## config.mk

```make
export PLATFORM = sky130hd
export DESIGN_NAME = wm8731_audio_bus_responder
export DESIGN_NICKNAME = d
export VERILOG_FILES = /design/src/rtl/wm8731_bus_pkg.sv /design/src/rtl/wm8731_bus_sync_edge.sv /design/src/rtl/wm8731_audio_bus_responder.sv
export SDC_FILE = /design/constraint.sdc
export NUM_CORES = 1
export LEC_CHECK = 0
export ABC_AREA = 1
export CAP_MARGIN = 20
export CORE_ASPECT_RATIO = 2
export CORE_MARGIN = 2
export CORE_UTILIZATION = 53
export DETAILED_ROUTE_END_ITERATION = 8
export GPL_TIMING_DRIVEN = 0
export PLACE_DENSITY_LB_ADDON = 0.15
export SYNTH_ARGS = -nofsm -noshare
export SYNTH_HDL_FRONTEND = slang
export SYNTH_HIERARCHICAL = 1
export SYNTH_SLANG_ARGS = --single-unit
```

## constraint.sdc

```tcl
create_clock -name CLK -period 2.2 [get_ports CLK]
set_input_delay 0.22 -clock CLK [delete_from_list [all_inputs] [get_ports CLK]]
set_output_delay 0.22 -clock CLK [all_outputs]
set_load 0.005 [all_outputs]
```

## src/rtl/wm8731_bus_pkg.sv

```systemverilog
// Shared definitions for the WM8731 slave-mode bus responder: FSM states and
// LR clock channel encodings.
package wm8731_bus_pkg;

  typedef enum logic [1:0] {
    WAIT_EDGE = 2'd0,
    SKIP      = 2'd1,
    SHIFT     = 2'd2
  } bus_state_t;

  localparam logic LEFT  = 1'b0;
  localparam logic RIGHT = 1'b1;

endpackage

```

## src/rtl/wm8731_bus_sync_edge.sv

```systemverilog
// Multi-stage synchronizer for one audio bus line with single-cycle rise/fall pulses.
// Edges are suppressed until the chain holds real samples, so a line already high at reset release is not an edge.
module wm8731_bus_sync_edge #(
  parameter int SYNC_STAGES = 2
) (
  input  logic clk,
  input  logic rst_n,
  input  logic din,
  output logic sync_out,
  output logic rise,
  output logic fall
);

  logic [SYNC_STAGES-1:0] chain;
  logic                   prev;
  logic [SYNC_STAGES:0]   fill;
  logic                   primed;

  always_ff @(posedge clk or negedge rst_n) begin
    if (!rst_n) begin
      chain <= '0;
      prev  <= 1'b0;
      fill  <= '0;
    end else begin
      chain <= {chain[SYNC_STAGES-2:0], din};
      prev  <= chain[SYNC_STAGES-1];
      fill  <= {fill[SYNC_STAGES-1:0], 1'b1};
    end
  end

  assign sync_out = chain[SYNC_STAGES-1];
  assign primed   = fill[SYNC_STAGES];
  assign rise     = primed & sync_out & ~prev;
  assign fall     = primed & ~sync_out & prev;

endmodule

```

## src/rtl/wm8731_audio_bus_responder.sv

```systemverilog
// WM8731 codec stand-in on the I2S bus in slave mode: deserializes DAC data and
// serializes ADC samples, all timed from oversampled BCLK/LRCK edges.
module wm8731_audio_bus_responder
  import wm8731_bus_pkg::*;
#(
  parameter int SAMPLE_BITS = 16,
  parameter int SYNC_STAGES = 2
) (
  input  logic                   CLK,
  input  logic                   RESET_N,
  input  logic                   AUD_BCLK,
  input  logic                   AUD_DACLRCK,
  input  logic                   AUD_DACDAT,
  input  logic                   AUD_ADCLRCK,
  output logic                   AUD_ADCDAT,
  output logic [SAMPLE_BITS-1:0] DAC_LCHAN_DATA,
  output logic [SAMPLE_BITS-1:0] DAC_RCHAN_DATA,
  output logic                   DAC_LCHAN_VALID,
  output logic                   DAC_RCHAN_VALID,
  input  logic [SAMPLE_BITS-1:0] ADC_LCHAN_DATA,
  input  logic [SAMPLE_BITS-1:0] ADC_RCHAN_DATA,
  output logic                   ADC_LCHAN_TRIG,
  output logic                   ADC_RCHAN_TRIG,
  output logic                   FRAME_ERR
);

  localparam int CNT_W = $clog2(SAMPLE_BITS + 1);

  logic bclk_level_unused, bclk_rise, bclk_fall;
  logic daclrc_level, daclrc_rise, daclrc_fall;
  logic adclrc_level, adclrc_rise, adclrc_fall;
  logic dacdat_sync, dacdat_rise_unused, dacdat_fall_unused;
  logic dac_lr_edge, adc_lr_edge;

  wm8731_bus_sync_edge #(.SYNC_STAGES(SYNC_STAGES)) u_sync_bclk (
    .clk(CLK), .rst_n(RESET_N), .din(AUD_BCLK),
    .sync_out(bclk_level_unused), .rise(bclk_rise), .fall(bclk_fall)
  );
  wm8731_bus_sync_edge #(.SYNC_STAGES(SYNC_STAGES)) u_sync_daclrc (
    .clk(CLK), .rst_n(RESET_N), .din(AUD_DACLRCK),
    .sync_out(daclrc_level), .rise(daclrc_rise), .fall(daclrc_fall)
  );
  wm8731_bus_sync_edge #(.SYNC_STAGES(SYNC_STAGES)) u_sync_adclrc (
    .clk(CLK), .rst_n(RESET_N), .din(AUD_ADCLRCK),
    .sync_out(adclrc_level), .rise(adclrc_rise), .fall(adclrc_fall)
  );
  wm8731_bus_sync_edge #(.SYNC_STAGES(SYNC_STAGES)) u_sync_dacdat (
    .clk(CLK), .rst_n(RESET_N), .din(AUD_DACDAT),
    .sync_out(dacdat_sync), .rise(dacdat_rise_unused), .fall(dacdat_fall_unused)
  );

  assign dac_lr_edge = daclrc_rise | daclrc_fall;
  assign adc_lr_edge = adclrc_rise | adclrc_fall;

  bus_state_t             rx_state, rx_state_nxt, tx_state, tx_state_nxt;
  logic [SAMPLE_BITS-1:0] rx_shift, rx_word_next, tx_shift;
  logic [CNT_W-1:0]       rx_count, tx_count;
  logic                   rx_chan, aligned;
  logic                   rx_restart, rx_shift_en, rx_commit, frame_err_nxt;
  logic                   tx_load, tx_shift_en, tx_pad;

  assign rx_word_next = {rx_shift[SAMPLE_BITS-2:0], dacdat_sync};

  always_ff @(posedge CLK or negedge RESET_N) begin
    if (!RESET_N) begin
      rx_state <= WAIT_EDGE;
      tx_state <= WAIT_EDGE;
    end else begin
      rx_state <= rx_state_nxt;
      tx_state <= tx_state_nxt;
    end
  end

  // An LRCK edge wins over a coincident BCLK rise, and that rise is the skipped bit.
  always_comb begin
    rx_state_nxt  = rx_state;
    rx_restart    = 1'b0;
    rx_shift_en   = 1'b0;
    rx_commit     = 1'b0;
    frame_err_nxt = 1'b0;
    if (dac_lr_edge) begin
      rx_restart    = 1'b1;
      frame_err_nxt = aligned && (rx_state != WAIT_EDGE);
      rx_state_nxt  = bclk_rise ? SHIFT : SKIP;
    end else begin
      case (rx_state)
        SKIP: if (bclk_rise) rx_state_nxt = SHIFT;
        SHIFT: if (bclk_rise) begin
          rx_shift_en = 1'b1;
          if (rx_count == CNT_W'(SAMPLE_BITS - 1)) begin
            rx_commit    = 1'b1;
            rx_state_nxt = WAIT_EDGE;
          end
        end
        default: ;
      endcase
    end
  end

  always_ff @(posedge CLK or negedge RESET_N) begin
    if (!RESET_N) begin
      rx_shift        <= '0;
      rx_count        <= '0;
      rx_chan         <= LEFT;
      aligned         <= 1'b0;
      DAC_LCHAN_DATA  <= '0;
      DAC_RCHAN_DATA  <= '0;
      DAC_LCHAN_VALID <= 1'b0;
      DAC_RCHAN_VALID <= 1'b0;
      FRAME_ERR       <= 1'b0;
    end else begin
      DAC_LCHAN_VALID <= rx_commit && (rx_chan == LEFT);
      DAC_RCHAN_VALID <= rx_commit && (rx_chan == RIGHT);
      FRAME_ERR       <= frame_err_nxt;
      if (rx_restart) begin
        rx_chan  <= daclrc_level;
        rx_count <= '0;
        rx_shift <= '0;
        aligned  <= 1'b1;
      end else if (rx_shift_en) begin
        rx_shift <= rx_word_next;
        rx_count <= rx_count + CNT_W'(1);
      end
      if (rx_commit) begin
        if (rx_chan == LEFT) DAC_LCHAN_DATA <= rx_word_next;
        else                 DAC_RCHAN_DATA <= rx_word_next;
      end
    end
  end

  // A fall coincident with the ADCLRCK edge is not the first fall of the new slot.
  always_comb begin
    tx_state_nxt = tx_state;
    tx_load      = 1'b0;
    tx_shift_en  = 1'b0;
    tx_pad       = 1'b0;
    if (adc_lr_edge) begin
      tx_load      = 1'b1;
      tx_state_nxt = SHIFT;
    end else if (bclk_fall) begin
      case (tx_state)
        SHIFT: begin
          tx_shift_en = 1'b1;
          if (tx_count == CNT_W'(SAMPLE_BITS - 1)) tx_state_nxt = WAIT_EDGE;
        end
        default: tx_pad = 1'b1;
      endcase
    end
  end

  always_ff @(posedge CLK or negedge RESET_N) begin
    if (!RESET_N) begin
      tx_shift       <= '0;
      tx_count       <= '0;
      AUD_ADCDAT     <= 1'b0;
      ADC_LCHAN_TRIG <= 1'b0;
      ADC_RCHAN_TRIG <= 1'b0;
    end else begin
      ADC_LCHAN_TRIG <= tx_load && (adclrc_level == LEFT);
      ADC_RCHAN_TRIG <= tx_load && (adclrc_level == RIGHT);
      if (tx_load) begin
        tx_shift <= (adclrc_level == LEFT) ? ADC_LCHAN_DATA : ADC_RCHAN_DATA;
        tx_count <= '0;
      end else if (tx_shift_en) begin
        AUD_ADCDAT <= tx_shift[SAMPLE_BITS-1];
        tx_shift   <= {tx_shift[SAMPLE_BITS-2:0], 1'b0};
        tx_count   <= tx_count + CNT_W'(1);
      end else if (tx_pad) begin
        AUD_ADCDAT <= 1'b0;
      end
    end
  end

endmodule

```

After elaboration in Yosys (flattened, before gate mapping)
Index checks and enable logic that the tools add are counted.

word-level totals
  logic and storage cells = 113
  bits of input ports = 38
  bits in registers = 105

cells by class
  mux-type cells = 37
  reduce and logical (&&, ||, !) cells = 18
  eq/ne operators = 8
  $add $sub $neg = 2
  bitwise logic cells = 22

operators by type and width
  kind                                                 count
  two-way mux 16 bit                                   3
  two-way mux 15 bit                                   2
  two-way mux 5 bit                                    4
  two-way mux 1 bit                                    18
  two-way mux 2 bit                                    9
  nonzero test 2 bit                                   7
  AND 1 bit                                            12
  adder 5 x 1 -> 5 bit, second input constant          2
  equality test 5 x 4 -> 1 bit, second input constant  2
  != test 3 bit, second input constant                 3
  NOT 1 bit                                            8
  AND reduction 2 bit                                  3
  logical AND 1 bit                                    5
  equality test 2 bit, second input constant           2
  one-hot mux 2 bit (2 select lines)                   1
  AND reduction 4 bit                                  1
  AND reduction 3 bit                                  1
  nonzero test 3 bit                                   1
  equality test 2 x 1 -> 1 bit, second input constant  1
  OR 1 bit                                             2

Logic depth before layout (Yosys ltp)
Gate-level depths: netlist (run 1).

  depth in word-level cells = 7
  mapped depth = 10
  gate-level depth less buffers = 10

Modules after synthesis
Netlist (run 1), hierarchy kept.

by module, submodules not included
  module                      sequential area each (um^2)  area an instance (um^2)  times used  cells each
  wm8731_audio_bus_responder  2102.0                       3823.7                   1           474
  wm8731_bus_sync_edge        150.1                        168.9                    4           11

Worst setup path before layout (run 1)
OpenSTA, ideal clock, no wires.

  path type = register to register
  start = reg rx_count[0]
  end = reg DAC_LCHAN_DATA[6]
  data required time = 2083 ps
  period minus slack after synthesis = 1622 ps
  buffers on the path = 1
  arrival = 1505 ps
  path slack = 578 ps
  cell stages (with the launch flop) = 11
  path through = dfrtp_1 -> ha_1 -> nand2_1 -> nor2_1 -> ha_1 -> nand2_1 -> nor2_4 -> nand3_4 -> buf_4 -> nand2_1 -> nand2_1

on the way
  longest elaborated chain between the ends = 6

RTL lines
  item                                  line                               text
  start, declared                       wm8731_audio_bus_responder.sv:57   logic [CNT_W-1:0] rx_count, tx_count;
  start signal, assigned                wm8731_audio_bus_responder.sv:122  rx_count <= rx_count + CNT_W'(1);
  equality test 5 x 4 -> 1 bit          wm8731_audio_bus_responder.sv:90   if (rx_count == CNT_W'(SAMPLE_BITS - 1)) begin
  two-way mux 1 bit                     wm8731_audio_bus_responder.sv:90
  two-way mux 1 bit                     wm8731_audio_bus_responder.sv:88   SHIFT: if (bclk_rise) begin
  two-way mux 1 bit                     wm8731_audio_bus_responder.sv:86   case (rx_state)
  two-way mux 1 bit                     wm8731_audio_bus_responder.sv:81   if (dac_lr_edge) begin
  AND reduction 2 bit (no source line)  -
  end signal, assigned                  wm8731_audio_bus_responder.sv:125  if (rx_chan == LEFT) DAC_LCHAN_DATA <= rx_word_next;
  end, declared                         wm8731_audio_bus_responder.sv:16   output logic [SAMPLE_BITS-1:0] DAC_LCHAN_DATA,

Every way passes these cells.
A chain may end at the register's enable or synchronous reset.

Worst setup path in the final report (run 1)
  start = reg rx_count[0]
  end = reg DAC_LCHAN_DATA[10]

The elaborated chain is that of the path after synthesis.

==> impl_metrics.yaml, run 1 <==
critical_path:
  timing.critical_path.buf_inv: 1
  max_stage_delay_ns: 0.40
  critical_path.cell_chain: "ha_1, nand2_1, nor2_1, ha_1, nand2_1, nor2_4, nand3_4, buf_4, nand2_1, nand2_1"
  critical_path.max_fanout: 10
  timing.critical_path.from_type: "flop"
  crit_end_element: "flop"
  cpMostUsedCell: "sky130_fd_sc_hd__nand2_1"
  reg2reg_from: "rx_count[0]$_DFFE_PN0P_"
  r2r-end: "DAC_LCHAN_DATA[10]$_DFFE_PN0P_"
  critical-path-top-delay-family: "simple AND/OR/NAND/NOR gates"
  cpMaxStageDelayCell: "sky130_fd_sc_hd__dfrtp_1"
  crit_type: "flop to flop"
  worst-endpoint-arrival_ns: 2.12
  timing.reg2reg.setup_slack_ns: 0.31
  required_ns: 2.43
  rr_worst_depth: 10
routing:
  final_routed_drc_violation_total: 0
  drt_iter0_drc: 131
  firstDrtPassIters: 4
  post_drt_antenna_nets: 0
  postRouteWirelength_um: 9806
  viasPerCell: 5.130
  detailroute.via_count: 3591
  per_cell_routed_wire_length_um: 14.01
layout:
  final_layout_size_suffix_gt1_share_pct: 8.638
  final_cell_area_um2: 5588
  antenna_diode_count: 0
  final_net_count: 639
  final_common_cell: "sky130_fd_sc_hd__nand2_1"
  fillCellCount: 659
  area.growth.synth_to_final_pct: 27.56
  mostFrequentLayoutCells: "sky130_fd_sc_hd__nand2_1 (257), sky130_fd_sc_hd__dfrtp_1 (104), sky130_fd_sc_hd__clkdlybuf4s50_1 (74)"
  stdcell_count: 700
  finish.utilization_pct: 68.36
  seq_area_um2: 2603
  multi_input_logic_area_um2: 1570
floorplanning:
  rows: 47
  start_util_pct: 53.59
  die_height_um: 132.6
  design.die.area_um2: 9053
  core-area_um2: 8174
  design.portCount: 76
  die-width_um: 68.29
clocking:
  clock_sink_count: 104
  tritoncts_buffers: 9
  cts.clk_slew.worst_paths_ns: 0.07
  clk-insertion-delay-late_ns: 0.34
  cts_max_level: 3
  clk_root_buffer_cell: "sky130_fd_sc_hd__clkbuf_16"
  cts.path.max_buffers: 2
  tritoncts: "built"
  post_cts.resized_instances: 0
timing:
  timing.final.setup_violations: 0
  clock_skew_ns: 0.008619
  rsz0062_at_grt: "false"
  final.min_clock_period_ns: 1.886
  maxClockFrequency_mhz: 530.1
  drv_slew: 0
  timing.final.ws_setup_ns: 0.3137
  timing.final.crit_share_pct: 85.74
  setup_tns_ns: 0
  max_slew_margin_pct: 66.07
  worst_slew_pin_slew_ns: 0.5090
  timing_hold_violations_final: 0
power_and_ir_drop:
  peak_supply_drop_uv: 636.1
  power.density_cell_area_nw_per_um2: 746.3
  p_leak_uw: 0.002850
global_route:
  grt_pass1_vias: 3502
  grt_antenna_before_repair: 0
  grt_max_degree: 72
  globalRoute.totalOverflow: 0
  globalRouteTotalUtil_pct: 23.53
  grt_first_pass_wirelength_um: 15850
synth:
  netlist_instances: 509
  synthesis.area_per_instance_um2: 8.606
  syn-cell-area_um2: 4380
  synthesis.nets: 551
  synthesis.yosys.warnings: 6
placement:
  dp.cells: 683
  pre_cts_slack_ns: 0.3272
  hpwlAfterDp_um: 7410
  place.port_buffers: 75
  dpl_cell_area_um2: 5279
  finalWeightedCongestion: 0.8464
outcome:
  result_of_the_run: "finished, final reports clean"
worst_hold_path:
  min_to: "u_sync_bclk/chain[0]$_DFF_PN0_"
  timing.hold.worst_path_depth: 1
  min_from: "AUD_BCLK"
  holdCritPathClass: "input port to flop"
flow_run:
  timing.max_cap.violations: 0
per-stage QoR:
| step | hold slack, ns | total power [µW] |
|---|---|---|
| floorplan | -0.07559 | 2436 |
| global placement | 0.3326 | 2630 |
| detailed placement | 0.1991 | 2657 |
| CTS | 0.3048 | 4218 |
| global route | 0.3053 | 4391 |
| finish | 0.3157 | 4170 |
area by class of cell:
cell class / count / area share, %
buffer: 21 / 1.970
multi-input combinational: 358 / 28.10
clock buffer: 10 / 4.098
sequential: 104 / 46.57
inverter: 26 / 1.747
clock inverter: 6 / 1.254
tap: 98 / 2.194
timing repair buffer: 77 / 14.06
state kept, by name (all words and copies together) (netlist names), 3 cells and up:
| signal | flops |
|---|---|
| u_sync_daclrc/fill | 3 |
| tx_count | 5 |
| tx_shift | 16 |
| DAC_LCHAN_DATA | 16 |
| u_sync_adclrc/fill | 3 |
| rx_count | 5 |
| DAC_RCHAN_DATA | 16 |
| rx_shift | 15 |
| u_sync_bclk/fill | 3 |
worst max path at each step:
stage	startpoint	end	slack, ns	cells past startpoint
floorplan	rx_count[0]$_DFFE_PN0P_	DAC_LCHAN_DATA[6]$_DFFE_PN0P_	0.58	10
global placement	RESET_N	DAC_LCHAN_DATA[1]$_DFFE_PN0P_	-2.76	1
detailed placement	rx_count[0]$_DFFE_PN0P_	DAC_LCHAN_DATA[13]$_DFFE_PN0P_	0.33	10
CTS	rx_count[0]$_DFFE_PN0P_	DAC_LCHAN_DATA[10]$_DFFE_PN0P_	0.31	10
global route	rx_count[0]$_DFFE_PN0P_	DAC_LCHAN_DATA[11]$_DFFE_PN0P_	0.15	10
finish	rx_count[0]$_DFFE_PN0P_	DAC_LCHAN_DATA[10]$_DFFE_PN0P_	0.31	10
report_power, final:
group          internal (µW)  leakage (µW)  switching [µW]  total, µW
sequential              2040       0.00137            80.6       2120
clock                    887      0.000147             663       1550
combinational            202       0.00134             297        499
layer usage:
layer  global-route usage (%)  part of all wire (%)
met2                    43.91                    58
met1                    23.19                    35
met3                    5.017                   4.5
met5                        0                     0
met4                    10.56                   3.2
what timing repair did:
action	4_1_cts	5_1_grt
hold buffers	1	0
setup buffers	0	0
hold endpoints to repair	33	0
(Power assumes the default switching activity.)
==> run 2, diff against run 1 <==
- SKIP_LAST_GASP: unset -> 1
==> results of run 2 <==
Final layout, timing and power as in run 1 (identical DEF).
==> run 3, diff against run 2 <==
- CAP_MARGIN: 20 -> unset
==> run 3 against run 2 <==
Core utilization stayed put. Sequential power hardly changed. Wire length stayed put. Combinational power hardly changed. Power stayed put. Register-to-register slack hardly changed. Via count stayed put. Global-route usage stayed put. Critical path type unchanged. Critical endpoint unchanged.
==> impl_metrics.yaml, run 3 (synthesized netlist as in run 1, its figures left out) <==
global_route:
  grt_first_pass_wirelength_um: 15850
  grt_antenna_before_repair: 0
  globalRouteTotalUtil_pct: 23.53
  grt_pass1_vias: 3502
  globalRoute.totalOverflow: 0
  grt_max_degree: 72
clocking:
  clk-insertion-delay-late_ns: 0.34
  clock_sink_count: 104
  cts_max_level: 3
  tritoncts: "built"
  post_cts.resized_instances: 0
  clk_root_buffer_cell: "sky130_fd_sc_hd__clkbuf_16"
  cts.path.max_buffers: 2
  tritoncts_buffers: 9
  cts.clk_slew.worst_paths_ns: 0.07
routing:
  viasPerCell: 5.130
  per_cell_routed_wire_length_um: 14.01
  post_drt_antenna_nets: 0
  final_routed_drc_violation_total: 0
  postRouteWirelength_um: 9806
  drt_iter0_drc: 131
  detailroute.via_count: 3591
  firstDrtPassIters: 4
placement:
  hpwlAfterDp_um: 7410
  place.port_buffers: 75
  dp.cells: 683
  pre_cts_slack_ns: 0.3272
  finalWeightedCongestion: 0.8464
floorplanning:
  core-area_um2: 8174
  design.portCount: 76
  rows: 47
  die-width_um: 68.29
  die_height_um: 132.6
  design.die.area_um2: 9053
  start_util_pct: 53.59
timing:
  timing.final.setup_violations: 0
  hold_slack_ns: 0.3157
  clock_skew_ns: 0.008619
  timing.final.crit_share_pct: 85.74
  drv_slew: 0
  max_slew_margin_pct: 66.07
  rsz0062_at_grt: "false"
  final.min_clock_period_ns: 1.886
  timing_hold_violations_final: 0
  maxClockFrequency_mhz: 530.1
  timing.final.ws_setup_ns: 0.3137
  worst_slew_pin_slew_ns: 0.5090
layout:
  stdcell_count: 700
  antenna_diode_count: 0
  final_net_count: 639
  final_layout_size_suffix_gt1_share_pct: 8.638
  reg.largest.list: "DAC_LCHAN_DATA: 16 flops, DAC_RCHAN_DATA: 16 flops, tx_shift: 16 flops"
  multi_input_logic_area_um2: 1570
  mostFrequentLayoutCells: "sky130_fd_sc_hd__nand2_1 (257), sky130_fd_sc_hd__dfrtp_1 (104), sky130_fd_sc_hd__clkdlybuf4s50_1 (74)"
  fillCellCount: 659
  seq_area_um2: 2603
  final_common_cell: "sky130_fd_sc_hd__nand2_1"
  area.growth.synth_to_final_pct: 27.56
critical_path:
  crit_end_element: "flop"
  required_ns: 2.43
  critical_path.max_fanout: 10
  worst-endpoint-arrival_ns: 2.12
  timing.critical_path.from_type: "flop"
  crit_type: "flop to flop"
power_and_ir_drop:
  peak_supply_drop_uv: 636.1
  power.density_cell_area_nw_per_um2: 746.3
  p_leak_uw: 0.002850
worst_hold_path:
  holdCritPathClass: "input port to flop"
flow_run:
  timing.max_cap.violations: 0
outcome:
  result_of_the_run: "finished, final reports clean"
==> run 3: cell counts in the layout (fill, tap and decap cells not counted) <==
No cell type changed its count.
==> run 3: layer usage <==
layer,wire length [µm],GRT usage [%],up-vias
met4,310,10.56,0
li1,-,-,1780
met3,440,5.017,24
met1,3400,23.19,1697
met2,5655,43.91,90
met5,0,0,-
==> run 3: path summary, 6_finish.rpt <==
check	from	to	slack, ns	cells past startpoint
min in group asynchronous	RESET_N	u_sync_adclrc/chain[1]$_DFF_PN0_	0.37	2
hold reg to reg	u_sync_bclk/fill[1]$_DFF_PN0_	u_sync_bclk/fill[2]$_DFF_PN0_	0.34	0
max in group asynchronous	RESET_N	tx_shift[8]$_DFFE_PN0P_	1.14	3
hold / removal	AUD_BCLK	u_sync_bclk/chain[0]$_DFF_PN0_	0.32	1
setup reg to reg	rx_count[0]$_DFFE_PN0P_	DAC_LCHAN_DATA[10]$_DFFE_PN0P_	0.31	10
setup / recovery	rx_count[0]$_DFFE_PN0P_	DAC_LCHAN_DATA[10]$_DFFE_PN0P_	0.31	10
==> run 3: what timing repair did <==
action	CTS	global route
setup buffers	0	0
hold buffers	1	0
hold endpoints to repair	33	0
==> run 3: per-stage QoR <==
step                      TNS (ns)  power, µW  instance area, µm²  utilization [%]
final                            0       4170                5588            68.36
after CTS                        0       4218                5588            68.36
after detailed placement         0       2657                5279            64.58
after global routing             0       4391                5588            68.36
after floorplan                  0       2436                4380                -
after global placement     -285.75       2630                5254            64.27
==> run 3: power breakdown <==
| group | leakage [µW] | switching, µW | internal, µW |
|---|---|---|---|
| Sequential | 0.00137 | 80.6 | 2040 |
| Combinational | 0.00134 | 297 | 202 |
| Clock | 0.000147 | 663 | 887 |
| Total | 0.00285 | 1040 | 3130 |
==> run 3: worst max-delay path, stage by stage (launching register included) <==
cell	delay, ns
sky130_fd_sc_hd__dfrtp_1	0.40
sky130_fd_sc_hd__ha_1	0.19
sky130_fd_sc_hd__nand2_1	0.08
sky130_fd_sc_hd__nor2_1	0.11
sky130_fd_sc_hd__ha_1	0.18
sky130_fd_sc_hd__nand2_1	0.09
sky130_fd_sc_hd__nor2_4	0.25
sky130_fd_sc_hd__nand3_4	0.16
sky130_fd_sc_hd__buf_4	0.21
sky130_fd_sc_hd__nand2_1	0.07
sky130_fd_sc_hd__nand2_1	0.04
==> run 3: cell type report <==
type / instances / share of cell area (%)
flip-flops and latches: 104 / 46.57
clock inverters: 6 / 1.254
multi-input cells: 358 / 28.10
plain buffers: 21 / 1.970
clock buffers: 10 / 4.098
well taps: 98 / 2.194
repair buffers: 77 / 14.06
inverters: 26 / 1.747
